--- config.mk ---
export PLATFORM = sky130hd
export DESIGN_NAME = dram_controller
export DESIGN_NICKNAME = d
export VERILOG_FILES = /design/src/rtl/dram_controller.sv
export SDC_FILE = /design/constraint.sdc
export NUM_CORES = 1
export LEC_CHECK = 0
export ABC_AREA = 0
export BUFFER_PORTS_ARGS = -buffer_cell sky130_fd_sc_hd__buf_2
export CAP_MARGIN = 10
export CORE_ASPECT_RATIO = 2
export CORE_MARGIN = 8
export CORE_UTILIZATION = 52
export CTS_CLUSTER_DIAMETER = 80
export DETAILED_ROUTE_END_ITERATION = 12
export PLACE_DENSITY = 0.79
export SLEW_MARGIN = 20
export SYNTH_ARGS = -nofsm -noshare
export SYNTH_HDL_FRONTEND = slang
export SYNTH_SLANG_ARGS = --single-unit
--- constraint.sdc ---
create_clock -name CK -period 3.3 [get_ports CK]
set_clock_uncertainty 0.2 [all_clocks]
set_input_delay 0.66 -clock CK [delete_from_list [all_inputs] [get_ports CK]]
set_output_delay 0.66 -clock CK [all_outputs]
set_load 0.02 [all_outputs]
--- src/rtl/dram_controller.sv ---
// dram_controller
// Turns single-word read/write requests into the CSn/RASn/CASn/WEn/A/D command
// sequence of a 32-bit DRAM and returns read data captured from Q. The most
// recently activated row is remembered so that row hits skip the ACT command.
//
// Ports
//   CK, RST                 clock (posedge) and synchronous active-high reset
//   req_valid/req_ready     request handshake (ready only in IDLE, not in reset)
//   req_write, req_addr     access type and word address {row, col}
//   req_wstrb, req_wdata    byte enables and data for writes
//   rsp_valid, rsp_rdata    one-cycle completion pulse, read data (0 for writes)
//   CSn, RASn, CASn, WEn    registered DRAM command strobes (WEn per byte)
//   A, D                    registered DRAM address and write data
//   Q                       DRAM read data, sampled only on the capture edge
module dram_controller #(
  parameter int ROW_W  = 13,
  parameter int COL_W  = 10,
  parameter int ADDR_W = 13,
  parameter int TRCD   = 1,
  parameter int CL     = 3
) (
  input  logic                   CK,
  input  logic                   RST,
  input  logic                   req_valid,
  output logic                   req_ready,
  input  logic                   req_write,
  input  logic [ROW_W+COL_W-1:0] req_addr,
  input  logic [3:0]             req_wstrb,
  input  logic [31:0]            req_wdata,
  output logic                   rsp_valid,
  output logic [31:0]            rsp_rdata,
  output logic                   CSn,
  output logic                   RASn,
  output logic                   CASn,
  output logic [3:0]             WEn,
  output logic [ADDR_W-1:0]      A,
  output logic [31:0]            D,
  input  logic [31:0]            Q
);

  localparam int DATA_W = 32;
  localparam int CNT_W  = 8;

  typedef enum logic [2:0] {
    S_IDLE,
    S_ACT,
    S_RCD,
    S_ACCESS,
    S_RDWAIT
  } state_t;

  state_t              r_state;
  state_t              w_state_nxt;
  logic [CNT_W-1:0]    r_cnt;
  logic [CNT_W-1:0]    w_cnt_nxt;
  logic                r_open_valid;
  logic [ROW_W-1:0]    r_open_row;

  // Latched request
  logic                r_write;
  logic [ROW_W-1:0]    r_row;
  logic [COL_W-1:0]    r_col;
  logic [3:0]          r_wstrb;
  logic [DATA_W-1:0]   r_wdata;

  // Request fields seen by the next-state logic: live inputs on accept,
  // latched copy otherwise
  logic                w_accept;
  logic                w_write;
  logic [ROW_W-1:0]    w_row;
  logic [COL_W-1:0]    w_col;
  logic [3:0]          w_wstrb;
  logic [DATA_W-1:0]   w_wdata;

  // Registered outputs and their next values
  logic                r_csn, r_rasn, r_casn;
  logic [3:0]          r_wen;
  logic [ADDR_W-1:0]   r_a;
  logic [DATA_W-1:0]   r_d;
  logic                r_rsp_valid;
  logic [DATA_W-1:0]   r_rsp_rdata;
  logic                w_csn, w_rasn, w_casn;
  logic [3:0]          w_wen;
  logic [ADDR_W-1:0]   w_a;
  logic [DATA_W-1:0]   w_d;
  logic                w_rsp_valid;
  logic [DATA_W-1:0]   w_rsp_rdata;

  assign req_ready = (r_state == S_IDLE) & ~RST;
  assign CSn       = r_csn;
  assign RASn      = r_rasn;
  assign CASn      = r_casn;
  assign WEn       = r_wen;
  assign A         = r_a;
  assign D         = r_d;
  assign rsp_valid = r_rsp_valid;
  assign rsp_rdata = r_rsp_rdata;

  always_comb begin
    w_state_nxt = r_state;
    w_cnt_nxt   = r_cnt;
    w_accept    = 1'b0;
    w_rsp_valid = 1'b0;
    w_rsp_rdata = r_rsp_rdata;
    w_write     = r_write;
    w_row       = r_row;
    w_col       = r_col;
    w_wstrb     = r_wstrb;
    w_wdata     = r_wdata;

    case (r_state)
      S_IDLE: begin
        if (req_valid) begin
          w_accept = 1'b1;
          w_write  = req_write;
          w_row    = req_addr[COL_W +: ROW_W];
          w_col    = req_addr[COL_W-1:0];
          w_wstrb  = req_wstrb;
          w_wdata  = req_wdata;
          if (r_open_valid && (w_row == r_open_row)) w_state_nxt = S_ACCESS;
          else                                         w_state_nxt = S_ACT;
        end
      end
      S_ACT: begin
        if (TRCD > 0) begin
          w_state_nxt = S_RCD;
          w_cnt_nxt   = CNT_W'(TRCD - 1);
        end else begin
          w_state_nxt = S_ACCESS;
        end
      end
      S_RCD: begin
        if (r_cnt == '0) w_state_nxt = S_ACCESS;
        else             w_cnt_nxt   = r_cnt - CNT_W'(1);
      end
      S_ACCESS: begin
        if (r_write) begin
          w_state_nxt = S_IDLE;
          w_rsp_valid = 1'b1;
          w_rsp_rdata = '0;
        end else begin
          // Counter hits zero on the edge just before the capture edge
          w_state_nxt = S_RDWAIT;
          w_cnt_nxt   = CNT_W'(CL - 1);
        end
      end
      S_RDWAIT: begin
        if (r_cnt == '0) begin
          w_state_nxt = S_IDLE;
          w_rsp_valid = 1'b1;
          w_rsp_rdata = Q;
        end else begin
          w_cnt_nxt = r_cnt - CNT_W'(1);
        end
      end
      default: w_state_nxt = S_IDLE;
    endcase

    // Command outputs are registered together with the state they belong to,
    // so each state's command is on the pins for exactly that state's cycle.
    w_csn  = 1'b1;
    w_rasn = 1'b1;
    w_casn = 1'b1;
    w_wen  = 4'hF;
    w_a    = r_a;
    w_d    = r_d;
    case (w_state_nxt)
      S_ACT: begin
        w_csn  = 1'b0;
        w_rasn = 1'b0;
        w_a    = ADDR_W'(w_row);
      end
      S_ACCESS: begin
        w_csn  = 1'b0;
        w_rasn = 1'b0;
        w_casn = 1'b0;
        w_a    = ADDR_W'(w_col);
        w_wen  = w_write ? ~w_wstrb : 4'hF;
        w_d    = w_wdata;
      end
      default: ;
    endcase
  end

  // ---- state / command / response registers ----
  always_ff @(posedge CK) begin
    if (RST) begin
      r_state      <= S_IDLE;
      r_cnt        <= '0;
      r_open_valid <= 1'b0;
      r_open_row   <= '0;
      r_csn        <= 1'b1;
      r_rasn       <= 1'b1;
      r_casn       <= 1'b1;
      r_wen        <= 4'hF;
      r_a          <= '0;
      r_d          <= '0;
      r_rsp_valid  <= 1'b0;
      r_rsp_rdata  <= '0;
    end else begin
      r_state     <= w_state_nxt;
      r_cnt       <= w_cnt_nxt;
      r_csn       <= w_csn;
      r_rasn      <= w_rasn;
      r_casn      <= w_casn;
      r_wen       <= w_wen;
      r_a         <= w_a;
      r_d         <= w_d;
      r_rsp_valid <= w_rsp_valid;
      r_rsp_rdata <= w_rsp_rdata;
      if (w_state_nxt == S_ACT) begin
        r_open_valid <= 1'b1;
        r_open_row   <= w_row;
      end
    end
  end

  // ---- request latch (data only, no reset) ----
  always_ff @(posedge CK) begin
    if (w_accept) begin
      r_write <= w_write;
      r_row   <= w_row;
      r_col   <= w_col;
      r_wstrb <= w_wstrb;
      r_wdata <= w_wdata;
    end
  end

endmodule

==> flow_summary.toml <==
[setup_path]
rr_endpoint = "r_write"
critPathSlowestCell = "a21oi_2"
worstPathMaxFanout = 16
cpPeakStageDelay_ps = 780
critPathKind = "in -> reg"
r2r_slack_ps = 870
crit_path_end_kind = "flip-flop"
crit_chain = "buf_2 > xnor2_1 > and3_1 > and4_1 > a21oi_2 > mux2i_1 > nor2_1"
cp-start-kind = "input port"
r2r_start = "r_state[0]"
ff2ff_path_depth = 6
crit_arrival_ps = 2500
critical_path_required_ps = 3370

[logic_synthesis]
synth-warning-count = 0
yosysTopAreaCellShare = 0.328
synth_area_per_cell_um2 = 9.95
syn-cell-area_mm2 = 0.00664
synthTopCellsByArea = "dfxtp_1, edfxtp_1, nand2_1"
yosys.area.top_type = "dfxtp_1"
synth_cell_types = 43
seq_area_frac_synth = 0.600
syn_nets = 764
synth-main-ff-cell = "dfxtp_1"
synth_edf_count = 60
async_flop_share = 0
synth-seq-cells = 169
synth_cells = 668

[power]
power_density_mw_per_mm2 = 812
share_seq_of_total_power = 0.431
p_leak_nw = 3.79
clkPwrFrac = 0.286
switching_power_mw = 2.27
p_int_mw = 4.40
ir_worst_vdd_mv = 0.536
swShare = 0.340
comb_power_share = 0.284

[timing]
rsz0062_at_grt = "no"
hold_violations = 0
max_slew_margin = 0.358
min_period_ps = 2440
fmax_mhz = 410
slew_viol_final = 0
tightestPinTransition_ps = 959
setup_ws_ps = 864
final.setup.tns_ps = 0
fin_crit_sh = 0.738
setup_viol_count_final = 0

[clock_tree]
path_clk_slew_ps = 70
clockBufferDepth = 2
cts_buffers = 17
root_buffer = "clkbuf_16"
ctsResizeCount = 0
clkSinkCount = 169
htreeDepth = 4
postCtsHoldBufs = 0
cts_tree = "built"
post-cts-setup-buffers = 0
clk_latency_ps = 420

[min_path]
worstHoldStart = "Q[25]"
holdPathStages = 2
min_to = "rsp_rdata[25]"
hold_path_class = "in -> reg"

[global_routing]
busiest_layer = "met2"
grt_use_met1 = 0.220
grt_pass1_wl_mm = 26.7
gr-usage-all-layers = 0.201
antenna_found_initial = 0
grtUsageMet2 = 0.354
grtUsageMet3 = 0.0513
overflow = 0
grt_max_degree = 80
grt_pass1_vias = 5646

[layout]
fin_util = 0.654
nFillCells = 1051
layout_commonest_cell = "buf_2"
synthToLayoutAreaGrowth_pct = 23.6
seq_area_mm2 = 0.00398
antenna-diode-count = 0
multiInputGateArea_mm2 = 0.00243
finalInstanceArea_mm2 = 0.00821
nets = 932
drive_gt1_frac = 0.302
final_cell_mix = "buf_2, nand2_1, dfxtp_1"

[drt]
vias_per_cell = 5.36
detail_route.wl_per_cell_um = 16.7
routed_wirelength_mm = 16.7
ant_nets = 0
vias = 5359
drc = 0
first_pass_iters = 5
drt_iter0_markers = 274

[placement]
place_hpwl_mm = 12.2
portBuffers = 180
preCtsSetupSlack_ps = 474
placed_cell_area_mm2 = 0.00764
finalWeightedCongestion = 0.877

[floorplan]
dieArea_mm2 = 0.0169
die_w_um = 95.9
coreArea_mm2 = 0.0126
io_pins = 181
rows = 58
initial_core_util = 0.529
die_h_um = 176

[job]
drv_cap = 0

[status]
outcome = "finished, final reports clean"
layer usage:
metal	vias up	routed length (µm)
met1	2530	6380
met4	0	286
li1	2635	-
met5	-	0
met3	15	1050
met2	179	9010
critical path, delay by kind of cell:
family | cells | cell delay (ps)
mux | 1 | 330
xor+xnor | 1 | 120
compound gates | 1 | 780
simple gates | 3 | 490
buf+inv | 1 | 120
worst max-delay path by stage:
stage / startpoint / end / slack (ps) / cells past startpoint
floorplan: req_valid / r_row[10] / 420 / 6
detailed placement: req_addr[16] / r_open_row[8] / 470 / 7
global placement: req_addr[16] / r_open_row[7] / 570 / 7
finish: req_addr[16] / r_open_row[8] / 860 / 7
CTS: r_state[0] / r_write / 860 / 6
global route: r_state[0] / r_write / 720 / 6
state kept, by name (all words and copies together) (netlist names):
name	count
r_cnt	8
r_open_row	13
A	13
rsp_rdata	32
r_col	10
WEn	4
r_state	3
rsp_valid	1
r_open_valid	1
r_write	1
r_wstrb	4
r_wdata	32
D	32
r_row	13
CASn	1
RASn	1
cell families (layout without fill, tap and decap cells):
kind of cell	count (synthesis)	in the layout	synth area share
simple gates	349	349	0.230
flops	169	169	0.600
compound gates	61	61	0.0832
buf+inv	53	234	0.0363
xor+xnor	21	21	0.0277
mux	14	14	0.0211
fa+ha+maj	1	1	0.00188
synth_stat cells (2+ instances only):
cell,instances
a211oi_1,3
a21oi_1,3
a21oi_2,2
a221o_1,10
a22o_1,7
a22o_2,25
and3_1,12
buf_1,6
buf_2,7
buf_6,4
clkbuf_1,24
dfxtp_1,109
edfxtp_1,60
inv_1,10
mux2i_1,14
nand2_1,177
nand2b_1,3
nand3_1,4
nand3b_1,7
nor2_1,65
nor2b_1,2
nor3_1,65
nor4_1,5
o21ai_0,4
or3_1,2
or4_4,2
xnor2_1,2
xor2_1,19
per-stage QoR:
step,hold slack [ps],cells,power [mW]
detailed placement,249,967,4.80
finish,252,999,6.67
global route,241,999,7.03
CTS,240,999,6.72
global placement,241,967,4.71
floorplan,241,668,4.21
cell type report:
class	instances	area share
sequential	169	0.485
clock inverter	12	0.0137
timing repair buffer	191	0.121
clock buffer	20	0.0558
inverter	11	0.00533
multi-input combinational	446	0.296
tap	150	0.0229
power by group through the flow:
stage	registers [mW]	clock network [mW]	logic [mW]
global placement	2.89	0	1.82
finish	2.87	1.91	1.89
detailed placement	2.91	0	1.89
global route	2.92	2.02	2.09
floorplan	3.04	0	1.17
CTS	2.87	1.94	1.91
No activity file was read; power rests on OpenSTA's default activity.
